$ cat src/rtl/reg_file_sb.sv
// Parametrised register file with a per-register pending-write scoreboard.
// Define RF_BYPASS_EN to forward same-cycle writeback data to the read ports.
module reg_file_sb #(
  parameter int DW  = 32,
  parameter int AW  = 5,
  parameter int NRD = 2
) (
  input  logic                CLK,
  input  logic                RESET,
  input  logic [NRD*AW-1:0]   ra,
  output logic [NRD*DW-1:0]   rd,
  output logic [NRD-1:0]      rbusy,
  input  logic                we,
  input  logic [AW-1:0]       wa,
  input  logic [DW-1:0]       wd,
  input  logic                iss,
  input  logic [AW-1:0]       isd,
  input  logic                flush,
  output logic [AW:0]         nbusy
);

  localparam int DEPTH = 1 << AW;

  logic [DW-1:0]    regs_r [DEPTH];
  logic [DEPTH-1:0] busy_r;
  logic [DEPTH-1:0] busy_s;
  logic [AW:0]      nbusy_r;
  logic             wr_en_s;
  logic             iss_en_s;

  // Number of set bits in a busy vector; DEPTH always fits in AW+1 bits.
  function automatic logic [AW:0] popcount(input logic [DEPTH-1:0] v);
    logic [AW:0] cnt;
    cnt = {(AW+1){1'b0}};
    for (int i = 0; i < DEPTH; i++) begin
      cnt = cnt + {{AW{1'b0}}, v[i]};
    end
    return cnt;
  endfunction

  // Qualified write and issue strobes; register 0 never participates.
  always_comb begin
    wr_en_s  = we  && (wa  != {AW{1'b0}});
    iss_en_s = iss && (isd != {AW{1'b0}});
  end

  // Data array: writeback updates one entry, reset clears all of them.
  always_ff @(posedge CLK) begin
    if (RESET) begin
      for (int i = 0; i < DEPTH; i++) begin
        regs_r[i] <= {DW{1'b0}};
      end
    end else if (wr_en_s) begin
      regs_r[wa] <= wd;
    end
  end

  // Next busy vector: writeback clears, a later issue to the same register
  // re-sets it since the newer producer is still in flight; flush wins over both.
  always_comb begin
    busy_s = busy_r;
    if (flush) begin
      busy_s = {DEPTH{1'b0}};
    end else begin
      if (wr_en_s) begin
        busy_s[wa] = 1'b0;
      end else begin
        busy_s = busy_s;
      end
      if (iss_en_s) begin
        busy_s[isd] = 1'b1;
      end else begin
        busy_s = busy_s;
      end
    end
    busy_s[0] = 1'b0;
  end

  // Scoreboard state and its registered population count move together.
  always_ff @(posedge CLK) begin
    if (RESET) begin
      busy_r  <= {DEPTH{1'b0}};
      nbusy_r <= {(AW+1){1'b0}};
    end else begin
      busy_r  <= busy_s;
      nbusy_r <= popcount(busy_s);
    end
  end

  assign nbusy = nbusy_r;

  for (genvar k = 0; k < NRD; k++) begin : g_rd
    logic [AW-1:0] addr_s;
    logic [DW-1:0] data_s;
    logic          busy_bit_s;

    // Combinational read port k.
    always_comb begin
      addr_s     = ra[k*AW +: AW];
      data_s     = regs_r[addr_s];
      busy_bit_s = busy_r[addr_s];
`ifdef RF_BYPASS_EN
      if (wr_en_s && (addr_s == wa)) begin
        data_s     = wd;
        busy_bit_s = iss && (isd == wa);
      end else begin
        data_s     = data_s;
      end
`endif
      if (addr_s == {AW{1'b0}}) begin
        data_s     = {DW{1'b0}};
        busy_bit_s = 1'b0;
      end else begin
        data_s     = data_s;
      end
    end

    assign rd[k*DW +: DW] = data_s;
    assign rbusy[k]       = busy_bit_s;
  end

endmodule

$ cat config.mk
export PLATFORM = sky130hd
export DESIGN_NAME = reg_file_sb
export DESIGN_NICKNAME = d
export VERILOG_FILES = /design/src/rtl/reg_file_sb.sv
export SDC_FILE = /design/constraint.sdc
export NUM_CORES = 2
export LEC_CHECK = 0
export ABC_CLOCK_PERIOD_IN_PS = 15500
export BUFFER_PORTS_ARGS = -buffer_cell sky130_fd_sc_hd__buf_2
export CAP_MARGIN = 20
export CELL_PAD_IN_SITES_DETAIL_PLACEMENT = 1
export CELL_PAD_IN_SITES_GLOBAL_PLACEMENT = 2
export CORE_MARGIN = 4
export CORE_UTILIZATION = 35
export CTS_BUF_LIST = sky130_fd_sc_hd__clkbuf_4 sky130_fd_sc_hd__clkbuf_8
export CTS_CLUSTER_DIAMETER = 150
export DETAILED_ROUTE_END_ITERATION = 10
export PLACE_DENSITY_LB_ADDON = 0.1
export SLEW_MARGIN = 5
export SYNTH_ARGS = -nofsm -noshare
export SYNTH_HDL_FRONTEND = slang
export SYNTH_SLANG_ARGS = --single-unit
$ cat constraint.sdc
create_clock -name CLK -period 15.5 [get_ports CLK]
set_input_delay 1.55 -clock CLK [delete_from_list [all_inputs] [get_ports CLK]]
set_output_delay 1.55 -clock CLK [all_outputs]
set_load 0.05 [all_outputs]
**Word level (Yosys, flattened, before mapping)**

Memories as Yosys holds them, arrays and structs flattened.
Index checks and enable logic that the tools add are counted.

- Memories: 1
- Input port bits: 57
- Word-level logic and storage cells: 76
- Memory bits (writable): 1024
- Flip-flop bits (word level): 38
- Output and inout port bits: 72

Memory list:

| memory | depth | bits a word | rd ports | clocked after memory_dff | wr ports | line | source |
|---|---|---|---|---|---|---|---|
| regs_r | 32 | 32 | 2 | 0 | 32 | 24 | `logic [DW-1:0] regs_r [DEPTH];` |

- $lt $le $gt $ge: 6
- Bitwise logic cells: 3
- $add $sub $neg: 30
- Muxes and demuxes: 24
- Reduce and logical (&&, ||, !) cells: 9

Operators by type and width:

| kind | number |
|---|---|
| $mux W32 | 7 |
| $add A6 B1 Y6 | 25 |
| $and A32 B32 Y32 | 1 |
| $not A32 Y32 | 1 |
| $or A32 B32 Y32 | 1 |
| $reduce_or A32 Y1 | 1 |
| $lt A5 B6 Y1 const B | 4 |
| $mux W1 | 12 |
| $bmux W1 S5 | 2 |
| $demux W1 S5 | 2 |
| $ge A5 B1 Y1 const B | 2 |
| $logic_not A5 Y1 | 2 |
| $reduce_bool A5 Y1 | 2 |
| $add A5 B1 Y6 | 1 |
| $add A4 B1 Y5 | 1 |
| $mux W5 | 1 |
| $add A3 B1 Y4 | 1 |
| $logic_and A1 B1 Y1 | 4 |
| $add A2 B1 Y3 | 1 |
| $add A1 B1 Y2 | 1 |

**Depth between registers and ports, before layout**

- Depth in word-level cells: 41
- Depth in mapped cells: 22
- Mapped depth without buffers: 20

**Worst setup path after synthesis**

OpenSTA, ideal clock, no wires.

- Path type: input-to-reg
- Start point: input wa[1]
- End point: register nbusy_r[4], in the netlist nbusy[4]
- Cell stages on the path: 21
- Setup slack: 8.738 ns
- Setup time: 0.127 ns
- Data arrival time: 6.634 ns
- Path through: buf_2 -> or2_2 -> clkbuf_1 -> o21ai_0 -> a21oi_1 -> fa_1 -> inv_1 -> fa_1 -> inv_1 -> fa_1 -> inv_1 -> fa_1 -> fa_1 -> fa_1 -> fa_1 -> inv_1 -> fa_1 -> a21o_1 -> a21oi_1 -> xor2_1 -> nor2_1

RTL lines:

| what | line | source |
|---|---|---|
| from (decl) | 14 | `input logic [AW-1:0] wa,` |
| $lt A5 B6 Y1 (not written as such) / $ge A5 B1 Y1 (equally long branches) | 66 | `busy_s[wa] = 1'b0;` |
| $logic_and A1 B1 Y1 (not written as such) | 66 |  |
| $mux W1 (not written as such) | 66 |  |
| $demux W1 S5 | 66 |  |
| $not A32 Y32 (no line) | - |  |
| $and A32 B32 Y32 (no line) | - |  |
| $mux W32 * | 65 | `if (wr_en_s) begin` |
| $mux W32 * | 62 | `if (flush) begin` |
| $or A32 B32 Y32 (no line) | - |  |
| $mux W32 * | 70 | `if (iss_en_s) begin` |
| $mux W32 * | 62 |  |
| via busy_s[28] | 26 | `logic [DEPTH-1:0] busy_s;` |
| $add A6 B1 Y6 * (4 in series) | 36 | `cnt = cnt + {{AW{1'b0}}, v[i]};` |
| to (signal assigned) | 83 | `nbusy_r <= {(AW+1){1'b0}};` |
| to (signal assigned) | 86 | `nbusy_r <= popcount(busy_s);` |
| to (decl) | 27 | `logic [AW:0] nbusy_r;` |

The timed path passes the listed nets; every way through them passes the cells marked *. The select of a mux whose other input is x is not followed.
A chain may end at the register's enable or synchronous reset.

**Worst setup path after layout**

- Start point: input ra[6]
- End point: output rd[56]

- Cells in the longest elaborated chain, start to end: 2

RTL lines:

| what | line | source |
|---|---|---|
| from (decl) | 10 | `input logic [NRD*AW-1:0] ra,` |
| $mem_v2 Z32 W32 / $logic_not A5 Y1 (equally long branches) | - |  |
| $mux W32 * | 110 | `if (addr_s == {AW{1'b0}}) begin` |
| to (decl) | 11 | `output logic [NRD*DW-1:0] rd,` |

Every way passes the cells marked *; elsewhere a longest branch is shown, timed or not.

==> results.yml <==
run_status:
  outcome: "completed"
power:
  p_total_mw: 7.090
  p_comb_share_pct: 13.9
  switchingPower_mw: 2.020
  sw_frac_of_total_pct: 28.49
  pwr-share-clk_pct: 38.4
  p_leak_nw: 22.47
  p_per_area_nw_per_um2: 108.8
  p_seq_share_pct: 47.7
  ir_drop_uv: 82.43
  intPower_mw: 5.070
cts:
  cts_buffers: 201
  h-tree-depth: 4
  cts_setup_buffers: 0
  cts_tree: "yes"
  cts_sinks: 1061
  ctsResizeCount: 0
  clockBufferDepth: 3
  path_clk_slew_ps: 50
  cts_root_buf: "clkbuf_8"
  cts-hold-fix-buffers: 0
  clk_latency_ps: 920
sta:
  tns_ps: 0
  fmax_mhz: 138.0
  finClkSkew_ps: 16.30
  worstMarginPinSlew_ps: 1227
  max_slew_margin_pct: 17.64
  setup_violations: 0
  hold_viol: 0
  finalCritPeriodShare_pct: 46.76
  rsz0062_at_grt: "false"
  slew_viol_final: 0
  period_minus_slack_ps: 7247
  fin_ws_ps: 8253
synth:
  synth-seq-cells: 1061
  syn_area_per_cell_um2: 14.79
  synth-edff-count: 1024
  netlist_area_um2: 58470
  ys_async_sr_fraction_pct: 0
  synth_ff_type: "edfxtp_1"
  yosysWarnings: 0
  synth_cells: 3953
  ys_seq_area_share_pct: 53.86
  ys_types: 61
detailed_routing:
  avgRoutedWirePerCell_um: 38.73
  vias_per_cell: 6.007
  num_vias: 38332
  totalWireLength_um: 247100
  final_antenna_net_count: 0
  firstDrtPassIters: 5
  drc: 0
  first_iter_violations: 4419
place:
  dp_slack_ps: 7751
  dp_hpwl_um: 142700
  io_buffers: 128
  gp_congestion: 0.7811
setup_path:
  path_max_fanout: 62
  crit_required_ps: 13950
  crit_type: "in2out"
  start_kind: "input pin"
  cp.arrival_ps: 5700
  cp-end-kind: "output pin"
cells_and_area:
  final_cell_mix: "edfxtp_1 (1024), and2_1 (1008), mux4_2 (396)"
  area_growth_pct: 11.48
  mostFrequentLayoutCell: "edfxtp_1"
  layout-drive-gt1-share_pct: 27.72
  final_nets: 4095
global_route:
  grt_pass1_wl_um: 338700
  grt_pass1_vias: 40534
  track_usage_pct: 28.18
  antenna_found_initial: 57
  grt_max_degree: 104
  overflow: 0
die:
  die_x_um: 416.7
  num_rows: 149
  pin_count: 129
  start_util_pct: 35.32
  fp.dieH_um: 416.7
  dieArea_um2: 173700
  core_um2: 165500
hold_path:
  worstHoldPathType: "reg2reg"
flow_run:
  drv_cap: 0
==> flip-flops by register name (all words and copies together) (netlist names) <==
register / cells
regs_r: 1024
busy_r: 31
nbusy: 6
==> through the flow <==
step                      area, um^2  util (%)  hold WS (ps)  instances
final                          65180     39.37         634.7       6381
after CTS                      65140     39.35         642.8       6363
after floorplan                58590         -         571.8       3984
after global placement         61250     37.00         626.0       5992
after detailed placement       61290     37.02         635.1       5994
after global routing           65150     39.35         681.1       6368
==> metal layers <==
metal	share of wire (%)	track usage (%)	vias up
met4	3.4	9.154	6
met2	48	46.41	1703
met5	0.016	0	-
li1	-	-	15374
met3	6.8	4.528	436
met1	42	38.21	20813
==> worst paths after layout <==
kind         startpoint         end  slack (ps)  depth (start not counted)
min          busy_r[14]  busy_r[14]         630                          3
max               ra[6]      rd[56]        8250                          8
min reg2reg  busy_r[14]  busy_r[14]         630                          3
max reg2reg  busy_r[18]    nbusy[4]       10170                         17
==> cell families after synthesis <==
logic type | count (synthesis) | synth area share, %
adders and majority gates | 30 | 0.9372
other | 1 | 0.006413
xor gates and xnor gates | 2 | 0.02996
DFF | 1061 | 53.86
buffers and inverters | 461 | 4.149
and+or+nand+nor | 1262 | 13.28
muxes | 660 | 21.70
AOI/OAI and AO/OA | 476 | 6.047
==> worst max-delay path, stage by stage <==
cell and delay, ps:
buf_8 560, buf_4 740, buf_4 700, mux4_2 330
nor2b_1 130, a211oi_1 100, a311oi_1 1030, buf_2 430
==> layout make-up <==
type | count | area, um^2
Multi-Input combinational cell | 2462 | 25270
Sequential cell | 1061 | 31490
Timing Repair Buffer | 251 | 1674
Antenna cell | 18 | 45.04
Fill cell | 16688 | 100400
Clock inverter | 77 | 376.6
Inverter | 31 | 121.4
Tap cell | 2189 | 2739
Clock buffer | 292 | 3468
==> power groups by stage <==
stage               Sequential (mW)  Clock [mW]  Combinational, mW
floorplan                      3.41           0              0.624
finish                         3.38        2.72              0.984
global placement               3.43           0              0.985
global route                   3.40        2.91               1.02
detailed placement             3.44           0              0.988
CTS                            3.38        2.78              0.990
==> synthesized netlist by cell type, drive strengths merged (2+ instances only) <==
cell	n	area, um^2
a221oi	48	683.2
or3	2	12.51
ha	7	87.58
nor4	2	25.02
and2	1010	6319
a221o	2	20.02
nand2b	11	68.82
mux2	68	765.7
fa	23	460.4
a22oi	66	495.5
edfxtp	1024	30750
inv	31	116.4
a211oi	64	480.5
and3b	5	43.79
nand3	10	60.06
and3	2	12.51
o31ai	4	30.03
o21a	2	15.01
a21o	16	120.1
clkbuf	252	947.2
dfxtp	37	740.7
nor3b	4	35.03
mux2i	132	1321
nor2b	71	459.2
o2111ai	18	157.7
buf	178	1363
nand4b	2	17.52
nand3b	7	56.30
nand4bb	4	45.04
o21ai	170	850.8
nor2	46	182.7
mux4	460	10600
a21oi	19	95.09
nand2	63	236.5
or4	2	22.52
nor3	12	100.1
or2	5	31.28
a311oi	66	578.1
Power figures use the tool's default switching activity.
